$ cat src/rtl/soc_pkg.sv
// Shared types and helpers for the memory arbiter slice.
//   owner_t    : which requester owns the response slot in the next cycle
//   port_t     : requester identity, used for the last-grant record
//   GNT_I_BIT / GNT_D_BIT : bit positions inside the one-hot grant vector
//   word_index : byte address -> word index (low byte-lane bits dropped)
package soc_pkg;

  typedef enum logic [1:0] {
    OWN_NONE,
    OWN_I,
    OWN_D
  } owner_t;

  typedef enum logic {
    GNT_I,
    GNT_D
  } port_t;

  localparam int unsigned WORD_BYTES = 4;
  localparam int unsigned GNT_I_BIT  = 0;
  localparam int unsigned GNT_D_BIT  = 1;

  function automatic logic [31:0] word_index(input logic [31:0] byte_addr);
    return byte_addr >> $clog2(WORD_BYTES);
  endfunction

endpackage

$ cat src/rtl/mem_arb_pick.sv
// Grant policy for the I/D memory arbiter (purely combinational).
// Ports:
//   i_valid, d_valid : requester valids
//   burst_cnt        : consecutive D grants while I has been waiting
//   last_grant       : port that received the most recent grant
//   grant            : one-hot grant, bit GNT_I_BIT = I, bit GNT_D_BIT = D
// Build option: MEM_ARB_ROUND_ROBIN_EN selects alternating grants on
// contention; otherwise D has priority with a starvation guard for I.
module mem_arb_pick
  import soc_pkg::*;
#(
  parameter int unsigned MAX_D_BURST = 4,
  parameter int unsigned CNT_W       = 3
) (
  input  logic             i_valid,
  input  logic             d_valid,
  input  logic [CNT_W-1:0] burst_cnt,
  input  port_t            last_grant,
  output logic [1:0]       grant
);

`ifdef MEM_ARB_ROUND_ROBIN_EN
  logic unused_burst;
  assign unused_burst = ^burst_cnt;
`else
  logic unused_last;
  assign unused_last = logic'(last_grant);
`endif

  always_comb begin
    grant = '0;
    if (i_valid && d_valid) begin
`ifdef MEM_ARB_ROUND_ROBIN_EN
      if (last_grant == GNT_D) grant[GNT_I_BIT] = 1'b1;
      else                     grant[GNT_D_BIT] = 1'b1;
`else
      if (burst_cnt == CNT_W'(MAX_D_BURST)) grant[GNT_I_BIT] = 1'b1;
      else                                  grant[GNT_D_BIT] = 1'b1;
`endif
    end else if (i_valid) begin
      grant[GNT_I_BIT] = 1'b1;
    end else if (d_valid) begin
      grant[GNT_D_BIT] = 1'b1;
    end
  end

endmodule

$ cat src/rtl/mem_arbiter.sv
// Shares one single-port synchronous RAM between the instruction-fetch (I)
// and load/store (D) ports. One access per cycle; the 1-cycle read response
// is routed back to the port that was granted in the previous cycle.
// Ports:
//   clk, resetn                    : clock, async active-low reset
//   i_valid/i_addr/i_ready         : fetch request channel
//   i_rdata/i_rvalid               : fetch response
//   d_valid/d_addr/d_wstrb/d_wdata : load/store request (wstrb 0 = read)
//   d_ready, d_rdata/d_rvalid      : D accept and response (reads and write acks)
//   mem_en/mem_we/mem_addr/mem_wdata/mem_rdata : RAM interface
// Build option: MEM_ARB_ROUND_ROBIN_EN (policy handled in mem_arb_pick).
module mem_arbiter
  import soc_pkg::*;
#(
  parameter int unsigned ADDR_W      = 32,
  parameter int unsigned DATA_W      = 32,
  parameter int unsigned MEM_WORDS   = 1024,
  parameter int unsigned MAX_D_BURST = 4
) (
  input  logic                         clk,
  input  logic                         resetn,
  input  logic                         i_valid,
  input  logic [ADDR_W-1:0]            i_addr,
  output logic                         i_ready,
  output logic [DATA_W-1:0]            i_rdata,
  output logic                         i_rvalid,
  input  logic                         d_valid,
  input  logic [ADDR_W-1:0]            d_addr,
  input  logic [3:0]                   d_wstrb,
  input  logic [DATA_W-1:0]            d_wdata,
  output logic                         d_ready,
  output logic [DATA_W-1:0]            d_rdata,
  output logic                         d_rvalid,
  output logic                         mem_en,
  output logic [3:0]                   mem_we,
  output logic [$clog2(MEM_WORDS)-1:0] mem_addr,
  output logic [DATA_W-1:0]            mem_wdata,
  input  logic [DATA_W-1:0]            mem_rdata
);

  localparam int unsigned AW    = $clog2(MEM_WORDS);
  localparam int unsigned CNT_W = $clog2(MAX_D_BURST + 1);

  owner_t           owner, owner_nxt;
  port_t            last_grant;
  logic [CNT_W-1:0] burst_cnt;
  logic [1:0]       pick;
  logic [1:0]       gnt;
  logic [ADDR_W-1:0] gnt_addr;
  logic [31:0]      widx;
  logic             unused_idx;

  mem_arb_pick #(
    .MAX_D_BURST (MAX_D_BURST),
    .CNT_W       (CNT_W)
  ) u_pick (
    .i_valid    (i_valid),
    .d_valid    (d_valid),
    .burst_cnt  (burst_cnt),
    .last_grant (last_grant),
    .grant      (pick)
  );

  // No accepts while reset is held.
  assign gnt     = pick & {2{resetn}};
  assign i_ready = gnt[GNT_I_BIT];
  assign d_ready = gnt[GNT_D_BIT];

  // Upper address bits beyond the RAM depth are dropped, so addresses wrap.
  assign gnt_addr   = gnt[GNT_D_BIT] ? d_addr : i_addr;
  assign widx       = word_index(32'(gnt_addr));
  assign unused_idx = ^widx;

  always_comb begin
    mem_en    = |gnt;
    mem_we    = '0;
    mem_wdata = '0;
    mem_addr  = widx[AW-1:0];
    owner_nxt = OWN_NONE;
    if (gnt[GNT_D_BIT]) begin
      mem_we    = d_wstrb;
      mem_wdata = d_wdata;
      owner_nxt = OWN_D;
    end else if (gnt[GNT_I_BIT]) begin
      owner_nxt = OWN_I;
    end
  end

  always_ff @(posedge clk or negedge resetn) begin
    if (!resetn) begin
      owner      <= OWN_NONE;
      burst_cnt  <= '0;
      last_grant <= GNT_I;
    end else begin
      owner <= owner_nxt;
      if (!i_valid || gnt[GNT_I_BIT])
        burst_cnt <= '0;
      else if (gnt[GNT_D_BIT] && burst_cnt != CNT_W'(MAX_D_BURST))
        burst_cnt <= burst_cnt + CNT_W'(1);
      if (|gnt)
        last_grant <= gnt[GNT_D_BIT] ? GNT_D : GNT_I;
    end
  end

  assign i_rvalid = (owner == OWN_I);
  assign d_rvalid = (owner == OWN_D);
  assign i_rdata  = mem_rdata;
  assign d_rdata  = mem_rdata;

endmodule

$ cat config.mk
export PLATFORM = sky130hd
export DESIGN_NAME = mem_arbiter
export DESIGN_NICKNAME = d
export VERILOG_FILES = /design/src/rtl/soc_pkg.sv /design/src/rtl/mem_arb_pick.sv /design/src/rtl/mem_arbiter.sv
export SDC_FILE = /design/constraint.sdc
export NUM_CORES = 1
export LEC_CHECK = 0
export CORE_AREA = 2 2 97 99
export DETAILED_ROUTE_END_ITERATION = 6
export DIE_AREA = 0 0 99 101
export PLACE_DENSITY = 0.74
export SYNTH_ARGS = -nofsm -noshare
export SYNTH_HDL_FRONTEND = slang
export SYNTH_HIERARCHICAL = 1
export SYNTH_SLANG_ARGS = --single-unit
$ cat constraint.sdc
create_clock -name clk -period 2.7 [get_ports clk]
set_input_delay 0.54 -clock clk [delete_from_list [all_inputs] [get_ports clk]]
set_output_delay 0.54 -clock clk [all_outputs]
set_load 0.1 [all_outputs]
==> reports/qor.txt, run 1 <==
FLOORPLAN
---------------------------------------------------------------------------------
Die height                                                                 101 um
Overall die width                                                           99 um
DIE AREA                                                              10000 sq um
Count of pins on the block boundary                                           251
Number of placement rows                                                       35
Standard cell core area                                                8980 sq um
Starting density of the core                                                13.5%

CTS
---------------------------------------------------------------------------------
TritonCTS clock tree                                                        built
Number of sinks on the clock net                                                5
H-tree level count                                                              1
Clock slew seen by the registers of the worst setup and hold paths        0.03 ns
Clock Root Buffer                                                        clkbuf_8
Clk_lat worst skew                                                        0.22 ns
Buffer levels on the longest clock path                                         2
Number of clock buffers inserted by TritonCTS                                   3

FINISH
---------------------------------------------------------------------------------
Synthesis-to-layout area growth                                              103%
Share of layout cells above drive strength 1                                37.8%
Diode insertion count for antenna repair                                        0
Nets                                                                          335
Post-layout utilization of the core                                         27.5%

WORST SETUP PATH
---------------------------------------------------------------------------------
Worst reg2reg endpoint                                               burst_cnt[2]$_DFFE_PN0P_
Max incr delay on CP                                                      0.44 ns
Type of the setup path with the least slack                          input port to primary output
Number of cells on the worst reg-to-reg path                                    7
Crit Reg-Reg Startpoint                                              burst_cnt[1]$_DFFE_PN0P_
Kind of end point of the critical path                               primary output
Setup slack of the worst register-to-register path                        0.87 ns
Maximum net fanout on the critical path                                        13
Worst Path Buf+Inv                                                              4
Req. time, crit path                                                      2.16 ns
Element type at the critical path start                                input port
Crit-path leading delay family                                       buffers and inverters
WP data arrival                                                           2.06 ns
Slowest-stage cell, CP                                               clkdlybuf4s50_1
Series of cell instances along the critical path                     clkdlybuf4s50_1, inv_1, o21a_1, nand2_4, inv_6, mux2_2, buf_12

GRT
---------------------------------------------------------------------------------
Overall global routing resource usage                                       7.56%
Busiest grt layer                                                            met2
First-pass GRT wire length                                                5.98 mm
Met2 capacity usage during global routing                                   13.6%
Met1 usage                                                                  7.44%
Met3 track utilization from global routing                                  2.22%
Antenna violations before repair                                                0
Largest net degree at the start of global routing                              43
Final global-route overflow total                                               0
Via count of the first global-routing pass                                   1206

TIMING
---------------------------------------------------------------------------------
Achievable Freq                                                           384 MHz
Final setup fails                                                               0
Aggregate negative setup slack                                               0 ns
Final hold vios                                                                 0
Setup clock skew after layout                                         0.000489 ns
Worst-margin pin slew                                                    0.350 ns
Post-layout minimum cycle time                                            2.60 ns
Unrepaired setup endpoints after global routing                                no
Relative slew margins                                                       76.7%
Period Utilization, post-route                                              96.3%
Final Max Tran Viols                                                            0

LOGIC SYNTHESIS
---------------------------------------------------------------------------------
Net Count, Synth                                                              290
Count of synthesis-stage warnings from yosys                                    6
Mean post-synth cell area                                              7.99 sq um
Mapped Cells                                                                  152
Post-synthesis instance area                                           1210 sq um

DETAILED ROUTING
---------------------------------------------------------------------------------
DRT iter0 DRCs                                                                 12
Routed wire length                                                        4.15 mm
Drt first pass iters                                                            3
Number of nets with antenna violations after routing                            0
DRC viols                                                                       0
Via count                                                                    1140
Routed vias/inst                                                             3.71
Mean routed wirelength per cell                                           13.5 um

POWER AND IR DROP
---------------------------------------------------------------------------------
IR Drop Worst-Case VDD                                                   0.220 mV
Leakage dissipation                                                       1.12 nW
Total power per unit cell area                                        331 nW/um^2

HOLD PATH
---------------------------------------------------------------------------------
Destination of the worst hold path                                   burst_cnt[1]$_DFFE_PN0P_
Instance count along the most critical hold path                                2
Hold_sp                                                              burst_cnt[1]$_DFFE_PN0P_
Tightest Hold Check Type                                             flip-flop to flip-flop

PLACEMENT
---------------------------------------------------------------------------------
Half-perimeter wire length after placement                                3.48 mm
Number of buffer cells added on primary ports                                 110
Gp weighted congestion                                                      0.640

FLOW RUN
---------------------------------------------------------------------------------
# Max-Cap Violations                                                            0

RUN STATUS
---------------------------------------------------------------------------------
Result of the run                                                    finished clean

-- report_power, final --
group | internal [mW] | switching [mW] | leakage, nW | total, mW
Sequential | 0.0778 | 0.00182 | 0.0679 | 0.0796
Combinational | 0.243 | 0.353 | 1.03 | 0.597
Clock | 0.102 | 0.0391 | 0.0228 | 0.141
Total | 0.422 | 0.394 | 1.12 | 0.817
-- how the worst max path moves through the flow --
stage / start / end / slack (ns) / cells after the start
after floorplan: i_valid / mem_wdata[14] / 0.24 / 5
after global placement: i_valid / mem_wdata[11] / 0.07 / 6
after detailed placement: i_valid / mem_addr[2] / 0.07 / 7
after CTS: i_valid / mem_addr[2] / 0.06 / 7
after global routing: i_valid / mem_addr[9] / 0.01 / 7
final: i_valid / mem_addr[2] / 0.1 / 7
-- metal layers --
metal / wire length [um] / share of wire (%) / up-vias
met1: 1360 / 33 / 485
met3: 512 / 12 / 32
met4: 246 / 5.9 / 0
met2: 2030 / 49 / 98
li1: - / - / 525
met5: 0 / 0 / -
-- worst min-delay path, cell delays in order (launching register included) --
cell     delay (ns)
dfrtp_1        0.39
o21ai_0        0.09
a21oi_1        0.07
-- state kept, by name, summed over array words and instances, names as in the netlist --
signal	cells
burst_cnt	3
owner	2
-- cell type report --
cell class / count / area [sq um]
Inverter: 5 / 23.8
Fill cell: 917 / 6510
Timing Repair Buffer: 113 / 1610
Tap cell: 111 / 139
Sequential cell: 5 / 125
Clock buffer: 4 / 45.0
Multi-Input combinational cell: 69 / 522
-- metrics by stage --
step,hold slack (ns),std cells,total power [mW],area (sq um),setup WS (ns)
after floorplan,0.244,152,0.866,1210,0.238
after global placement,0.568,303,0.675,2420,0.0691
after detailed placement,0.590,303,0.681,2420,0.0664
after CTS,0.595,307,0.827,2460,0.0616
after global routing,0.623,307,0.844,2470,0.00981
final,0.602,307,0.817,2470,0.0990
-- cells in the final DEF, fill, tap and decap left out, types with 2 or more instances in the layout --
| master | instances |
|---|---|
| ha_1 | 2 |
| mux2_2 | 4 |
| a21oi_2 | 2 |
| clkbuf_8 | 3 |
| and3_1 | 36 |
| mux2_4 | 6 |
| dfrtp_1 | 5 |
| nand2_1 | 3 |
| inv_1 | 4 |
| buf_12 | 49 |
| o21ai_0 | 2 |
| clkdlybuf4s50_1 | 59 |
| a21oi_1 | 2 |
| buf_4 | 4 |
| nor2b_1 | 2 |
-- what timing repair did --
item | CTS | global route
hold buffers | 0 | 0
resized for setup | 0 | 2
buffers inserted | 0 | 0
setup endpoints to repair | 0 | 5
Power figures use the tool's default switching activity.
==> inputs of run 2 (changes only) <==
Settings changed: SETUP_SLACK_MARGIN from default to 0.02.
==> reports/qor.txt, run 2 (same netlist as run 1, synthesis figures left out) <==
RUN STATUS
---------------------------------------------------------------------------------
Result of the run                                                    finished clean

FINISH
---------------------------------------------------------------------------------
Leading cell type in the layout, fill and taps excluded              clkdlybuf4s50_1
Post-layout utilization of the core                                         27.5%   unchanged
Share of layout cells above drive strength 1                                37.8%   unchanged
Biggest regs                                                         burst_cnt (3), owner (2)
Highest-count cells in the layout ignoring fill and taps             clkdlybuf4s50_1, buf_12, and3_1
Nets                                                                          335   unchanged
Register name with the most flops                                       burst_cnt
Number of flip-flops under the largest register name                            3   unchanged
Synthesis-to-layout area growth                                              103%   unchanged
Diode insertion count for antenna repair                                        0   unchanged

WORST SETUP PATH
---------------------------------------------------------------------------------
Worst reg2reg endpoint                                               burst_cnt[2]$_DFFE_PN0P_
Worst Path Buf+Inv                                                              4   unchanged
Number of cells on the worst reg-to-reg path                                    7   unchanged
Req. time, crit path                                                      2.16 ns   about the same
Max incr delay on CP                                                      0.44 ns   about the same
Maximum net fanout on the critical path                                        13   unchanged
Type of the setup path with the least slack                          input port to primary output
Slowest-stage cell, CP                                               clkdlybuf4s50_1
Crit Reg-Reg Startpoint                                              burst_cnt[1]$_DFFE_PN0P_
WP data arrival                                                           2.05 ns   about the same
Kind of end point of the critical path                               primary output
Element type at the critical path start                                input port
Setup slack of the worst register-to-register path                        0.86 ns   about the same
Series of cell instances along the critical path                     clkdlybuf4s50_1, inv_1, o21a_1, nand2_4, inv_6, mux2_2, buf_12
Crit-path leading delay family                                       buffers and inverters

FLOORPLAN
---------------------------------------------------------------------------------
Number of placement rows                                                       35   unchanged
Starting density of the core                                                13.5%   unchanged
DIE AREA                                                              10000 sq um   unchanged
Standard cell core area                                                8980 sq um   unchanged
Die height                                                                 101 um   unchanged
Overall die width                                                           99 um   unchanged
Count of pins on the block boundary                                           251   unchanged

CTS
---------------------------------------------------------------------------------
Buffer levels on the longest clock path                                         2   unchanged
TritonCTS clock tree                                                        built
Number of sinks on the clock net                                                5   unchanged
H-tree level count                                                              1   unchanged
Clock slew seen by the registers of the worst setup and hold paths        0.03 ns   about the same
Post-CTS repair timing setup buffer count                                       0   unchanged
Clk_lat worst skew                                                        0.22 ns   about the same
Cts repair resizes                                                              0   unchanged
Clock Root Buffer                                                        clkbuf_8
Hold-fix buffer count after cts                                                 0   unchanged
Number of clock buffers inserted by TritonCTS                                   3   unchanged

HOLD PATH
---------------------------------------------------------------------------------
Destination of the worst hold path                                   burst_cnt[1]$_DFFE_PN0P_
Hold_sp                                                              burst_cnt[1]$_DFFE_PN0P_
Instance count along the most critical hold path                                2   unchanged
Tightest Hold Check Type                                             flip-flop to flip-flop

GRT
---------------------------------------------------------------------------------
Antenna violations before repair                                                0   unchanged
Overall global routing resource usage                                       7.56%   unchanged
Final global-route overflow total                                               0   unchanged
First-pass GRT wire length                                                5.98 mm   unchanged
Via count of the first global-routing pass                                   1206   unchanged
Largest net degree at the start of global routing                              43   unchanged

DETAILED ROUTING
---------------------------------------------------------------------------------
DRT iter0 DRCs                                                                 10   -2
Routed wire length                                                        4.15 mm   +0.12%
Routed vias/inst                                                             3.71   -0.18%
Via count                                                                    1138   -0.18%
Number of nets with antenna violations after routing                            0   unchanged
Mean routed wirelength per cell                                           13.5 um   +0.12%
DRC viols                                                                       0   unchanged
Drt first pass iters                                                            3   unchanged

PLACEMENT
---------------------------------------------------------------------------------
Pre-CTS setup slack                                                     0.0664 ns   unchanged
Half-perimeter wire length after placement                                3.48 mm   unchanged
Gp weighted congestion                                                      0.640   unchanged
Number of buffer cells added on primary ports                                 110   unchanged

POWER AND IR DROP
---------------------------------------------------------------------------------
Total power per unit cell area                                        331 nW/um^2   about the same
IR Drop Worst-Case VDD                                                   0.220 mV   unchanged
Overall power consumption                                                0.817 mW   about the same
Leakage dissipation                                                       1.12 nW   about the same

TIMING
---------------------------------------------------------------------------------
Final setup fails                                                               0   unchanged
Fin Hold WS                                                              0.602 ns   +0.0000540 ns
Final hold vios                                                                 0   unchanged
Setup slack after layout                                                 0.111 ns   +0.0121 ns
Post-layout minimum cycle time                                            2.59 ns   -0.0121 ns
Achievable Freq                                                           386 MHz   +0.47%
Final Max Tran Viols                                                            0   unchanged
Unrepaired setup endpoints after global routing                                no
Relative slew margins                                                       76.7%   unchanged
Aggregate negative setup slack                                               0 ns   unchanged
Period Utilization, post-route                                              95.9%   -0.45 points
Worst-margin pin slew                                                    0.350 ns   +0.000000358 ns
Setup clock skew after layout                                         0.000450 ns   -0.0000398 ns

FLOW RUN
---------------------------------------------------------------------------------
# Max-Cap Violations                                                            0   unchanged

-- run 2: layout make-up --
type / count / area [sq um]
multi-input combinational: 69 / 522
tap: 111 / 139
sequential: 5 / 125
clock buffer: 4 / 45.0
timing repair buffer: 113 / 1610
fill: 917 / 6510
inverter: 5 / 23.8
-- run 2: layer usage --
layer	wire length (um)	up-vias	GRT usage [%]
met1	1370	483	7.44
met4	246	0	5.37
met3	512	32	2.22
met2	2030	98	13.6
li1	-	525	-
met5	0	-	0
-- run 2: worst max-delay path by stage --
stage / from / to / slack (ns) / cells after the start
after floorplan: i_valid / mem_wdata[14] / 0.24 / 5
after global placement: i_valid / mem_wdata[11] / 0.07 / 6
after detailed placement: i_valid / mem_addr[2] / 0.07 / 7
after CTS: i_valid / mem_addr[2] / 0.06 / 7
after global routing: resetn / mem_en / 0.02 / 5
final: i_valid / mem_addr[2] / 0.11 / 7
-- run 2: per-stage QoR --
step                      cell area, sq um  cells
after global placement                2420    303
final                                 2470    307
after CTS                             2460    307
after floorplan                       1210    152
after global routing                  2470    307
after detailed placement              2420    303
-- run 2: tightest hold or removal path, stage by stage, from the launching register on --
cell     delay, ns
dfrtp_1       0.39
o21ai_0       0.09
a21oi_1       0.07
-- run 2: power breakdown --
part | internal, mW | total, mW | switching, mW
logic | 0.243 | 0.597 | 0.354
clock network | 0.102 | 0.141 | 0.0391
registers | 0.0778 | 0.0796 | 0.00182
==> inputs of run 3 (changes only) <==
--- a/config.mk
+++ b/config.mk
@@ -9,4 +9,5 @@
 export DETAILED_ROUTE_END_ITERATION = 6
 export DIE_AREA = 0 0 99 101
+export HOLD_SLACK_MARGIN = 0.12
 export PLACE_DENSITY = 0.74
 export SETUP_SLACK_MARGIN = 0.02
==> constraint.sdc (replaced) <==
create_clock -name clk -period 2.7 [get_ports clk]
set_input_delay 0.27 -clock clk [delete_from_list [all_inputs] [get_ports clk]]
set_output_delay 0.27 -clock clk [all_outputs]
set_load 0.1 [all_outputs]
==> reports/qor.txt, run 3 (same netlist as run 1, synthesis figures left out) <==
TIMING
---------------------------------------------------------------------------------
Final setup fails                                                               0   unchanged
Post-layout minimum cycle time                                            2.23 ns   -0.357 ns
Final Max Tran Viols                                                            0   unchanged
Relative slew margins                                                       77.4%   +0.67 points
Unrepaired setup endpoints after global routing                                no
Setup clock skew after layout                                         0.000233 ns   -0.000217 ns
Final hold vios                                                                 0   unchanged
Aggregate negative setup slack                                               0 ns   unchanged
Achievable Freq                                                           448 MHz   +16%
Period Utilization, post-route                                              82.7%   -13 points
Worst-margin pin slew                                                    0.340 ns   -0.00998 ns
Setup slack after layout                                                 0.468 ns   +0.357 ns

WORST SETUP PATH
---------------------------------------------------------------------------------
Req. time, crit path                                                      2.43 ns   +0.27 ns
Type of the setup path with the least slack                          flip-flop to primary output
Kind of end point of the critical path                               primary output
Crit Reg-Reg Startpoint                                              burst_cnt[1]$_DFFE_PN0P_
Origin of the worst setup path                                       burst_cnt[1]$_DFFE_PN0P_
WP data arrival                                                           1.96 ns   -0.09 ns
Maximum net fanout on the critical path                                        16   +3
Element type at the critical path start                                 flip-flop

GRT
---------------------------------------------------------------------------------
Met2 capacity usage during global routing                                   13.7%   +0.16 points
Antenna violations before repair                                                0   unchanged
Met1 usage                                                                  7.90%   +0.46 points
Busiest grt layer                                                            met2
Via count of the first global-routing pass                                   1230   +2.0%
Final global-route overflow total                                               0   unchanged
First-pass GRT wire length                                                6.20 mm   +3.7%
Overall global routing resource usage                                       7.74%   +0.18 points
Met3 track utilization from global routing                                  2.36%   +0.14 points
Largest net degree at the start of global routing                              43   unchanged

FLOORPLAN
---------------------------------------------------------------------------------
Standard cell core area                                                8980 sq um   unchanged
Starting density of the core                                                13.5%   unchanged
Die height                                                                 101 um   unchanged
Overall die width                                                           99 um   unchanged
Number of placement rows                                                       35   unchanged
Count of pins on the block boundary                                           251   unchanged
DIE AREA                                                              10000 sq um   unchanged

DETAILED ROUTING
---------------------------------------------------------------------------------
Via count                                                                    1141   +0.26%
DRT iter0 DRCs                                                                 12   +2
DRC viols                                                                       0   unchanged
Number of nets with antenna violations after routing                            0   unchanged
Mean routed wirelength per cell                                           13.4 um   -0.71%
Routed wire length                                                        4.11 mm   -1.0%
Drt first pass iters                                                            2   -1
Routed vias/inst                                                             3.73   +0.59%

FINISH
---------------------------------------------------------------------------------
Register name with the most flops                                       burst_cnt
Leading cell type in the layout, fill and taps excluded              clkdlybuf4s50_1
Diode insertion count for antenna repair                                        0   unchanged
Layout filler cell count                                                      946   +3.2%
Highest-count cells in the layout ignoring fill and taps             clkdlybuf4s50_1, buf_12, and3_1
Number of flip-flops under the largest register name                            3   unchanged
Share of layout cells above drive strength 1                                37.4%   -0.32 points
Nets                                                                          334   -0.30%
Biggest regs                                                         burst_cnt (3), owner (2)
Synthesis-to-layout area growth                                              102%

HOLD PATH
---------------------------------------------------------------------------------
Tightest Hold Check Type                                             input port to async pin

PLACEMENT
---------------------------------------------------------------------------------
Pre-CTS setup slack                                                      0.564 ns   +0.498 ns
Gp weighted congestion                                                      0.639   -0.17%
Half-perimeter wire length after placement                                3.51 mm   +0.79%
Number of buffer cells added on primary ports                                 110   unchanged

POWER AND IR DROP
---------------------------------------------------------------------------------
Overall power consumption                                                0.812 mW   -0.56%
IR Drop Worst-Case VDD                                                   0.277 mV   +26%
Total power per unit cell area                                        331 nW/um^2   about the same
Leakage dissipation                                                       1.12 nW   -0.54%

FLOW RUN
---------------------------------------------------------------------------------
# Max-Cap Violations                                                            0   unchanged

CTS
---------------------------------------------------------------------------------
Number of sinks on the clock net                                                5   unchanged
Cts repair resizes                                                              0   unchanged
H-tree level count                                                              1   unchanged
Number of clock buffers inserted by TritonCTS                                   3   unchanged
Clock Root Buffer                                                        clkbuf_8
Clk_lat worst skew                                                        0.22 ns   about the same
TritonCTS clock tree                                                        built
Clock slew seen by the registers of the worst setup and hold paths        0.04 ns   about the same
Post-CTS repair timing setup buffer count                                       0   unchanged
Hold-fix buffer count after cts                                                 0   unchanged
Buffer levels on the longest clock path                                         2   unchanged

RUN STATUS
---------------------------------------------------------------------------------
Result of the run                                                    finished clean

==> run 3: cell types whose count changed in the layout (fill, tap and decap cells not counted), sizes merged <==
cell  delta
buf      -1
==> run 3: metal layers <==
layer,vias up,wire length [um]
met2,96,2000
li1,525,-
met1,490,1360
met3,30,525
met5,-,0
met4,0,223
==> run 3: final cells by class <==
cell class | count | area [sq um] | share of cell area (%)
timing repair buffer | 112 | 1600 | 65.3
multi-input combinational | 69 | 522 | 21.3
tap | 111 | 139 | 5.66
sequential | 5 | 125 | 5.10
clock buffer | 4 | 45.0 | 1.84
inverter | 5 | 21.3 | 0.867
==> run 3: final timing paths <==
check | end | slack [ns] | depth (start not counted)
setup / recovery | mem_addr[6] | 0.47 | 6
hold / removal | burst_cnt[0]$_DFFE_PN0P_ | 0.53 | 2
setup reg to reg | burst_cnt[2]$_DFFE_PN0P_ | 0.98 | 6
hold reg to reg | burst_cnt[1]$_DFFE_PN0P_ | 0.62 | 2
max in group asynchronous | burst_cnt[2]$_DFFE_PN0P_ | 1.92 | 2
min in group clk | i_rdata[28] | 0.54 | 0
==> run 3: worst max-delay path: stages (launching register included) <==
cell and delay, ns:
dfrtp_1 0.40, or3b_1 0.41, o21a_1 0.22, nand2_4 0.09
inv_4 0.11, mux2_4 0.33, buf_12 0.17
==> run 3: through the flow <==
stage	utilization, %	cell area, sq um	hold WS [ns]	std cells
finish	27.3	2450	0.530	306
global route	27.3	2450	0.540	306
CTS	27.3	2450	0.541	306
detailed placement	26.8	2410	0.541	302
global placement	26.8	2410	0.541	302
floorplan	-	1210	-0.0256	152
==> run 3: report_power, final <==
group          internal (mW)  switching (mW)
Combinational          0.241           0.353
Clock                  0.101          0.0370
Sequential            0.0778         0.00172
Total                  0.421           0.392
